## src/rtl/xsleena_snd_mixer.sv

```systemverilog
// Sound mixer for the two YM2203 outputs.
// Holds each input between its strobes, resamples both onto one output rate,
// sums, applies gain, saturates, runs an optional DC blocker and queues the
// result in a small ready/valid FIFO.
// Ports:
//   clk, RSTn              clock, async active-low reset
//   snd1/snd2, sample1/2   signed inputs and their one-cycle valid strobes
//   pause_rq               freezes output sample generation
//   gain                   unsigned Q2.2 volume (4 = unity)
//   dcb_en                 enables the DC blocker
//   out_ready/out_valid    sink handshake; out_data is the FIFO head
//   clip, overflow         sticky saturation / dropped-sample flags
module xsleena_snd_mixer #(
  parameter int unsigned OUT_DIV    = 1000,
  parameter int unsigned FIFO_DEPTH = 4,
  parameter int unsigned DCB_SHIFT  = 10
) (
  input  logic               clk,
  input  logic               RSTn,
  input  logic signed [15:0] snd1,
  input  logic signed [15:0] snd2,
  input  logic               sample1,
  input  logic               sample2,
  input  logic               pause_rq,
  input  logic [3:0]         gain,
  input  logic               dcb_en,
  input  logic               out_ready,
  output logic               out_valid,
  output logic signed [15:0] out_data,
  output logic               clip,
  output logic               overflow
);

  localparam int unsigned CW = $clog2(OUT_DIV);
  localparam int unsigned AW = $clog2(FIFO_DEPTH);
  localparam int unsigned PW = AW + 1;

  logic signed [15:0] h1, h2;
  logic [CW-1:0]      cnt;
  logic               tick_c;

  logic signed [16:0] s1;
  logic               v1;
  logic signed [15:0] p2;
  logic               v2;
  logic signed [15:0] y3, xp, yp;
  logic               v3;

  logic signed [21:0] prod_c, scl_c;
  logic signed [15:0] p_sat_c;
  logic               clamp2_c;
  logic signed [17:0] xe_c, xpe_c, ype_c, y_c;
  logic signed [15:0] y_sat_c;
  logic               clamp3_c;

  logic signed [15:0] mem [FIFO_DEPTH];
  logic [PW-1:0]      wr_ptr, rd_ptr, wr_ptr_n_c, rd_ptr_n_c;
  logic               full_c, pop_c, push_c, drop_c, empty_n_c;
  logic signed [15:0] head_n_c;

  assign tick_c = !pause_rq && (cnt == CW'(OUT_DIV - 1));

  // Sample-and-hold of each input between its strobes
  always_ff @(posedge clk or negedge RSTn) begin
    if (!RSTn) begin
      h1 <= '0;
      h2 <= '0;
    end else begin
      if (sample1) h1 <= snd1;
      if (sample2) h2 <= snd2;
    end
  end

  // Output-rate divider, frozen while paused
  always_ff @(posedge clk or negedge RSTn) begin
    if (!RSTn) begin
      cnt <= '0;
    end else if (!pause_rq) begin
      cnt <= tick_c ? '0 : cnt + CW'(1);
    end
  end

  // Gain scaling and first saturation; 22 bits cover 17-bit sum times 15
  always_comb begin
    prod_c   = $signed({{5{s1[16]}}, s1}) * $signed({18'd0, gain});
    scl_c    = prod_c >>> 2;
    clamp2_c = 1'b0;
    p_sat_c  = scl_c[15:0];
    if (scl_c > 22'sd32767) begin
      p_sat_c  = 16'sh7fff;
      clamp2_c = 1'b1;
    end else if (scl_c < -22'sd32768) begin
      p_sat_c  = -16'sh8000;
      clamp2_c = 1'b1;
    end
  end

  // DC blocker y = x - xp + yp - yp/2^DCB_SHIFT in 18 bits, then saturate
  always_comb begin
    xe_c     = $signed({{2{p2[15]}}, p2});
    xpe_c    = $signed({{2{xp[15]}}, xp});
    ype_c    = $signed({{2{yp[15]}}, yp});
    y_c      = xe_c - xpe_c + ype_c - (ype_c >>> DCB_SHIFT);
    clamp3_c = 1'b0;
    y_sat_c  = y_c[15:0];
    if (y_c > 18'sd32767) begin
      y_sat_c  = 16'sh7fff;
      clamp3_c = 1'b1;
    end else if (y_c < -18'sd32768) begin
      y_sat_c  = -16'sh8000;
      clamp3_c = 1'b1;
    end
  end

  // Three-stage pipeline: sum, scale, filter; valid bit travels alongside
  always_ff @(posedge clk or negedge RSTn) begin
    if (!RSTn) begin
      s1   <= '0;
      v1   <= 1'b0;
      p2   <= '0;
      v2   <= 1'b0;
      y3   <= '0;
      v3   <= 1'b0;
      xp   <= '0;
      yp   <= '0;
      clip <= 1'b0;
    end else begin
      v1 <= tick_c;
      if (tick_c) s1 <= {h1[15], h1} + {h2[15], h2};
      v2 <= v1;
      if (v1) p2 <= p_sat_c;
      v3 <= v2;
      if (v2) begin
        xp <= p2;
        if (dcb_en) begin
          y3 <= y_sat_c;
          yp <= y_sat_c;
        end else begin
          // Tracking x keeps the filter step-free when re-enabled
          y3 <= p2;
          yp <= p2;
        end
      end
      clip <= clip | (v1 & clamp2_c) | (v2 & dcb_en & clamp3_c);
    end
  end

  // FIFO next-state; a push into a full FIFO only succeeds alongside a pop
  always_comb begin
    full_c     = (wr_ptr - rd_ptr) == PW'(FIFO_DEPTH);
    pop_c      = out_valid & out_ready;
    push_c     = v3 & (~full_c | pop_c);
    drop_c     = v3 & full_c & ~pop_c;
    wr_ptr_n_c = wr_ptr + PW'(push_c);
    rd_ptr_n_c = rd_ptr + PW'(pop_c);
    empty_n_c  = (wr_ptr_n_c == rd_ptr_n_c);
    // The slot being written becomes the head only when it is the sole entry
    if (push_c && (wr_ptr[AW-1:0] == rd_ptr_n_c[AW-1:0])) begin
      head_n_c = y3;
    end else begin
      head_n_c = mem[rd_ptr_n_c[AW-1:0]];
    end
  end

  // FIFO storage
  always_ff @(posedge clk) begin
    if (push_c) mem[wr_ptr[AW-1:0]] <= y3;
  end

  // FIFO pointers and registered head/valid/overflow
  always_ff @(posedge clk or negedge RSTn) begin
    if (!RSTn) begin
      wr_ptr    <= '0;
      rd_ptr    <= '0;
      out_valid <= 1'b0;
      out_data  <= '0;
      overflow  <= 1'b0;
    end else begin
      wr_ptr    <= wr_ptr_n_c;
      rd_ptr    <= rd_ptr_n_c;
      out_valid <= ~empty_n_c;
      if (!empty_n_c) out_data <= head_n_c;
      overflow  <= overflow | drop_c;
    end
  end

endmodule
```

## config.mk

```make
export PLATFORM = sky130hd
export DESIGN_NAME = xsleena_snd_mixer
export DESIGN_NICKNAME = d
export VERILOG_FILES = /design/src/rtl/xsleena_snd_mixer.sv
export SDC_FILE = /design/constraint.sdc
export NUM_CORES = 1
export LEC_CHECK = 0
export CAP_MARGIN = 20
export CELL_PAD_IN_SITES_DETAIL_PLACEMENT = 0
export CELL_PAD_IN_SITES_GLOBAL_PLACEMENT = 1
export CORE_UTILIZATION = 50
export DETAILED_ROUTE_END_ITERATION = 8
export MAX_ROUTING_LAYER = met4
export PLACE_DENSITY = 0.94
export SYNTH_ARGS = -nofsm -noshare
export SYNTH_HDL_FRONTEND = slang
export SYNTH_SLANG_ARGS = --single-unit
```

## constraint.sdc

```tcl
create_clock -name clk -period 8 [get_ports clk]
set_clock_uncertainty 0.05 [all_clocks]
set_input_delay 1.6 -clock clk [delete_from_list [all_inputs] [get_ports clk]]
set_output_delay 1.6 -clock clk [all_outputs]
set_load 0.005 [all_outputs]
```

# Yosys cells after proc, flatten, opt, wreduce, memory -nomap -nowiden
# Memories as Yosys holds them, arrays and structs flattened. A register that Yosys moved wholly into a read port is not among the register bits.
# Index checks and enable logic that the tools add are counted.
dict set report totals {
  inputBits 43
  mem_count 1
  elab_cells 62
  ramBits 64
  ff_bits 119
  out_inout_bits 19
}
dict set report op_classes {
  reduce_logical 4
  add_sub_neg 8
  n_mux 12
  order_cmp 4
  n_eq_ne 3
  mul 1
  n_bitwise 14
}
# name depth width read_ports rd_ports_with_merged_regs wr line_no
set memory_table {}
lappend memory_table {mem 4 16 1 1 1 56} ;# logic signed [15:0] mem [FIFO_DEPTH];
# cell n
set ops {}
lappend ops {{$mux 16} 5}
lappend ops {{$mul 17x5->22} 1}
lappend ops {{$gt 20x16->1 const B} 1}
lappend ops {{$lt 20x16->1 const B} 1}
lappend ops {{$add 17x16->18} 1}
lappend ops {{$gt 18x16->1 const B} 1}
lappend ops {{$lt 18x16->1 const B} 1}
lappend ops {{$sub 18x6->18} 1}
lappend ops {{$add 16x16->17} 1}
lappend ops {{$sub 16x16->17} 1}
lappend ops {{$add 10x1->10 const B} 1}
lappend ops {{$eq 10x10->1 const B} 1}
lappend ops {{$mux 10} 1}
lappend ops {{$and 1x1->1} 7}
lappend ops {{$add 3x1->3} 2}
lappend ops {{$mux 1} 6}
lappend ops {{$or 1x1->1} 4}
lappend ops {{$eq 3x3->1} 1}
lappend ops {{$eq 3x3->1 const B} 1}
lappend ops {{$logic_not 1->1} 3}
lappend ops {{$not 1->1} 3}
lappend ops {{$sub 3x3->3} 1}
lappend ops {{$logic_and 1x1->1} 1}

# Logic depth before layout (Yosys ltp)
dict set report depth {
  depth_word 8
  depth_mapped 18
  ltp_nobuf 17
}

# Worst setup path before layout
# OpenSTA, ideal clock, no wires.
dict set report synth_timing {
  path_type {input -> register}
  from {input gain[2]}
  to {register p2[0]}
  path_buffers 1
  t_arrival_ns 5.651
  required_ns 7.823
  path_slack_ns 2.173
  setup_time_ns 0.127
  path_stages 17
  cell_sequence {clkbuf_1 > and2_1 > ha_1 > fa_1 > inv_1 > fa_1 > inv_1 > ha_1 > a21oi_1 > nand2_1 > a31o_2 > a221o_2 > a311oi_2 > xnor2_1 > a41oi_4 > nor2_4 > a221o_2}
}
dict set report synth_between {
  elab_chain_len 4
  word_cells_on_any_way 5
  classes_between {mul (1); order compare (2); mux (2)}
}
# element line_no
set synth_rtl {}
lappend synth_rtl {{start: declaration} 25} ;# input logic [3:0] gain,
lappend synth_rtl {{$mul 17x5->22 *} 85} ;# prod_c = $signed({{5{s1[16]}}, s1}) * $signed({18'd0, gain});
lappend synth_rtl {{$lt 20x16->1} 92} ;# end else if (scl_c < -22'sd32768) begin
lappend synth_rtl {{$mux 16} 92}
lappend synth_rtl {{$mux 16 *} 89} ;# if (scl_c > 22'sd32767) begin
lappend synth_rtl {{end signal: assignment} 131} ;# if (v1) p2 <= p_sat_c;
lappend synth_rtl {{end: declaration} 44} ;# logic signed [15:0] p2;
# Every way passes the cells marked *; elsewhere a longest branch is shown, timed or not.
# A chain may end at the register's enable or synchronous reset.

# Worst setup path after layout
dict set report layout_timing {
  from {input gain[2]}
  to {register p2[1]}
}
# The elaborated chain is that of the path after synthesis.

==> summary.txt <==
Floorplan
  – Die Y: 160.9 um
  – Core area: around 0.025 sq mm
  – I/O pins: 62
  – Cell Rows: 57
  – Area of the die: around 0.026 sq mm
  – Initial core utilization: 0.5144
  – Die width: roughly 160 um

Hold path
  – Hold_sp: cnt[2]$_DFFE_PN0N_
  – Worst Hold Class: reg2reg

Critical path
  – Critical Path End Type: flip-flop
  – Setup Crit Path Kind: in2reg
  – CP arrival: approximately 6600 ps
  – Worst setup path startpoint: gain[2]
  – Reg-to-Reg Start: yp[15]$_DFFE_PN0P_
  – Startpoint Class: primary input
  – Crit path max fanout: 17
  – CP Data Required Time: 8320 ps

Route
  – Via Count: 8277
  – WL/cell: ~16 um
  – Post-route ant nets: 0
  – Via-per-instance ratio: 5.354
  – Remaining DRCs: 0
  – Final WL: ~24000 um
  – Drt initial violations: 455
  – Drt first pass iters: 5

Global route
  – Aggregate global-route resource usage: 0.2059
  – Largest net degree at the start of global routing: 89
  – Number of global-route vias before repair: 8468
  – Antenna violations before repair: 0
  – First-pass GRT wire length: 41380 um
  – Global route overflow: 0

Placed design
  – I/O Buffers: roughly 60
  – Placed cell area: 0.01353 sq mm
  – DP Wirelength: 17900 um
  – Routability cong.: 0.8313

Timing
  – Relative slew slack: 0.3235
  – Final min period: 6289 ps
  – Tcrit/Tclk final: 0.7861
  – Fmax: 159.0 MHz
  – Max-slew violations: 0
  – Setup Total Neg Slack: 0 ps
  – Final Hold Viols: 0
  – RSZ-0062 raised after global routing: false
  – Setup violators final: 0
  – Worst-margin pin slew: ~1000 ps

Clock tree
  – Cts hold-fix bufs: 0
  – CTS Sinks: roughly 200
  – Post-CTS Setup Bufs: 0
  – Num CTS Buffers: 17
  – Clk slew on worst S/H paths: 80 ps
  – CTS H-tree depth: 4
  – Clk_lat worst skew: 440 ps
  – Post-CTS sizing: 0
  – CTS tree: done
  – Clk buf depth: 2
  – Clk root buf: clkbuf_16

Synthesis
  – Synth Area per Inst: 10.85 sq um
  – Number of synthesized flops with an enable pin: 64
  – Seq cells post-synth: 199
  – Share of the synthesized area in the top cell type: 0.2677
  – Syn Inst Count: 1163
  – Synth unique cells: 68
  – Syn_nets: 1356
  – Async set or reset register ratio after synthesis: 0.6784
  – Area leader, netlist: dfrtp_1
  – Post-Syn Area: 0.01262 sq mm
  – Synth top cells by count: inv_1, dfrtp_1, nand2_1
  – Count leader, synth: inv_1
  – Seq/Total Area, Yosys: 0.4199
  – Largest cells by area after synthesis: dfrtp_1, edfxtp_1, fa_1
  – Syn. warnings: 0
  – Ys flop type: dfrtp_1

Job
  – MaxCap Viol Count: 0

Power and ir drop
  – Leakage: 0.006224 uW
  – Power Total: 2194 uW
  – Maximum vdd drop: 0.0001272 V
  – Power Dens Cells: 154.8 mW/mm^2

Cells and area
  – Layout cells sized above 1: 0.09656
  – P&R area growth vs syn: 12.26%
  – Finished Cell Area: 0.01417 sq mm
  – Antenna cell count: 0
  – Register area: 0.005301 sq mm
  – Final nets: 1402
  – Fill count: 2050
  – Footprint of the multi-input gates: 0.006655 sq mm

Status
  – Outcome: finished clean
registers in the layout (all words and copies together) (netlist names):
register	count
overflow	1
s1	17
out_valid	1
rd_ptr	3
v3	1
xp	16
h2	16
clip	1
mem	64
yp	16
v1	1
v2	1
cnt	10
wr_ptr	3
out_data	16
h1	16
p2	16
area by class of cell:
type                    count  share of cell area
well taps                 324             0.02861
multi-input cells         787              0.4697
inverters                 139             0.03682
repair buffers             65             0.04530
clock inverters            15             0.01537
clock buffers              17             0.03002
flip-flops and latches    199              0.3742
power breakdown:
group | switching (uW) | internal, uW | leakage [uW]
clock | 476 | 441 | 0.000310
sequential | 21.2 | 1070 | 0.00206
combinational | 91.6 | 91.6 | 0.00385
critical path, stage by stage:
cell,delay (ps)
clkdlybuf4s50_1,660
and2_1,270
ha_1,310
fa_1,530
inv_1,60
fa_1,530
inv_1,40
ha_1,350
o211ai_1,120
o211a_1,260
o31ai_2,390
a221o_2,250
a311oi_2,100
xnor2_1,330
nand2_1,110
nor2_2,480
a221o_2,210
final timing paths:
kind	slack (ps)	to	cells after the start
worst max-delay path	1710	p2[1]$_DFFE_PN0P_	17
worst min-delay path	420	cnt[2]$_DFFE_PN0N_	1
worst max register to register	2800	clip$_DFF_PN0_	11
worst min register to register	420	cnt[2]$_DFFE_PN0N_	1
max in group asynchronous	5570	v2$_DFF_PN0_	2
min in group asynchronous	1190	overflow$_DFF_PN0_	1
per-layer routing:
| layer | wire length, um | share of wire | GRT usage |
|---|---|---|---|
| met1 | 10780 | 0.45 | 0.2497 |
| met2 | 12220 | 0.51 | 0.3583 |
| met3 | 648 | 0.027 | 0.02893 |
| met4 | 458 | 0.019 | 0.05660 |
| met5 | 0 | 0 | - |
kinds of logic after synthesis:
group	Yosys count	share of synthesized area
and+or+nand+nor	310	0.1161
AOI/OAI and AO/OA	207	0.1123
DFF	199	0.4199
buffers and inverters	177	0.05334
adders and majority gates	150	0.1892
muxes	63	0.06960
xor gates and xnor gates	57	0.03956
placed cells by master, fill, tap and decap left out, drive strengths merged, types with 20 or more instances in the layout:
cell type	count
ha	82
nor2	80
clkdlybuf4s50	60
xnor2	37
xor2	20
inv	148
edfxtp	64
and2	53
dfrtp	135
fa	68
nand2	107
a21oi	38
o21ai	69
mux2	38
through the flow:
stage / utilization / instances / hold slack (ps) / setup slack (ps)
5_1_grt: 0.5775 / 1546 / 438.4 / 1407
6_report: 0.5775 / 1546 / 421.0 / 1711
4_1_cts: 0.5775 / 1546 / 428.8 / 1667
3_5_place_dp: 0.5513 / 1514 / 414.2 / 1202
2_1_floorplan: - / 1163 / 358.2 / 2173
3_3_place_gp: 0.5513 / 1514 / 404.2 / 1370
Note: power is estimated with default switching activity, not from simulation.
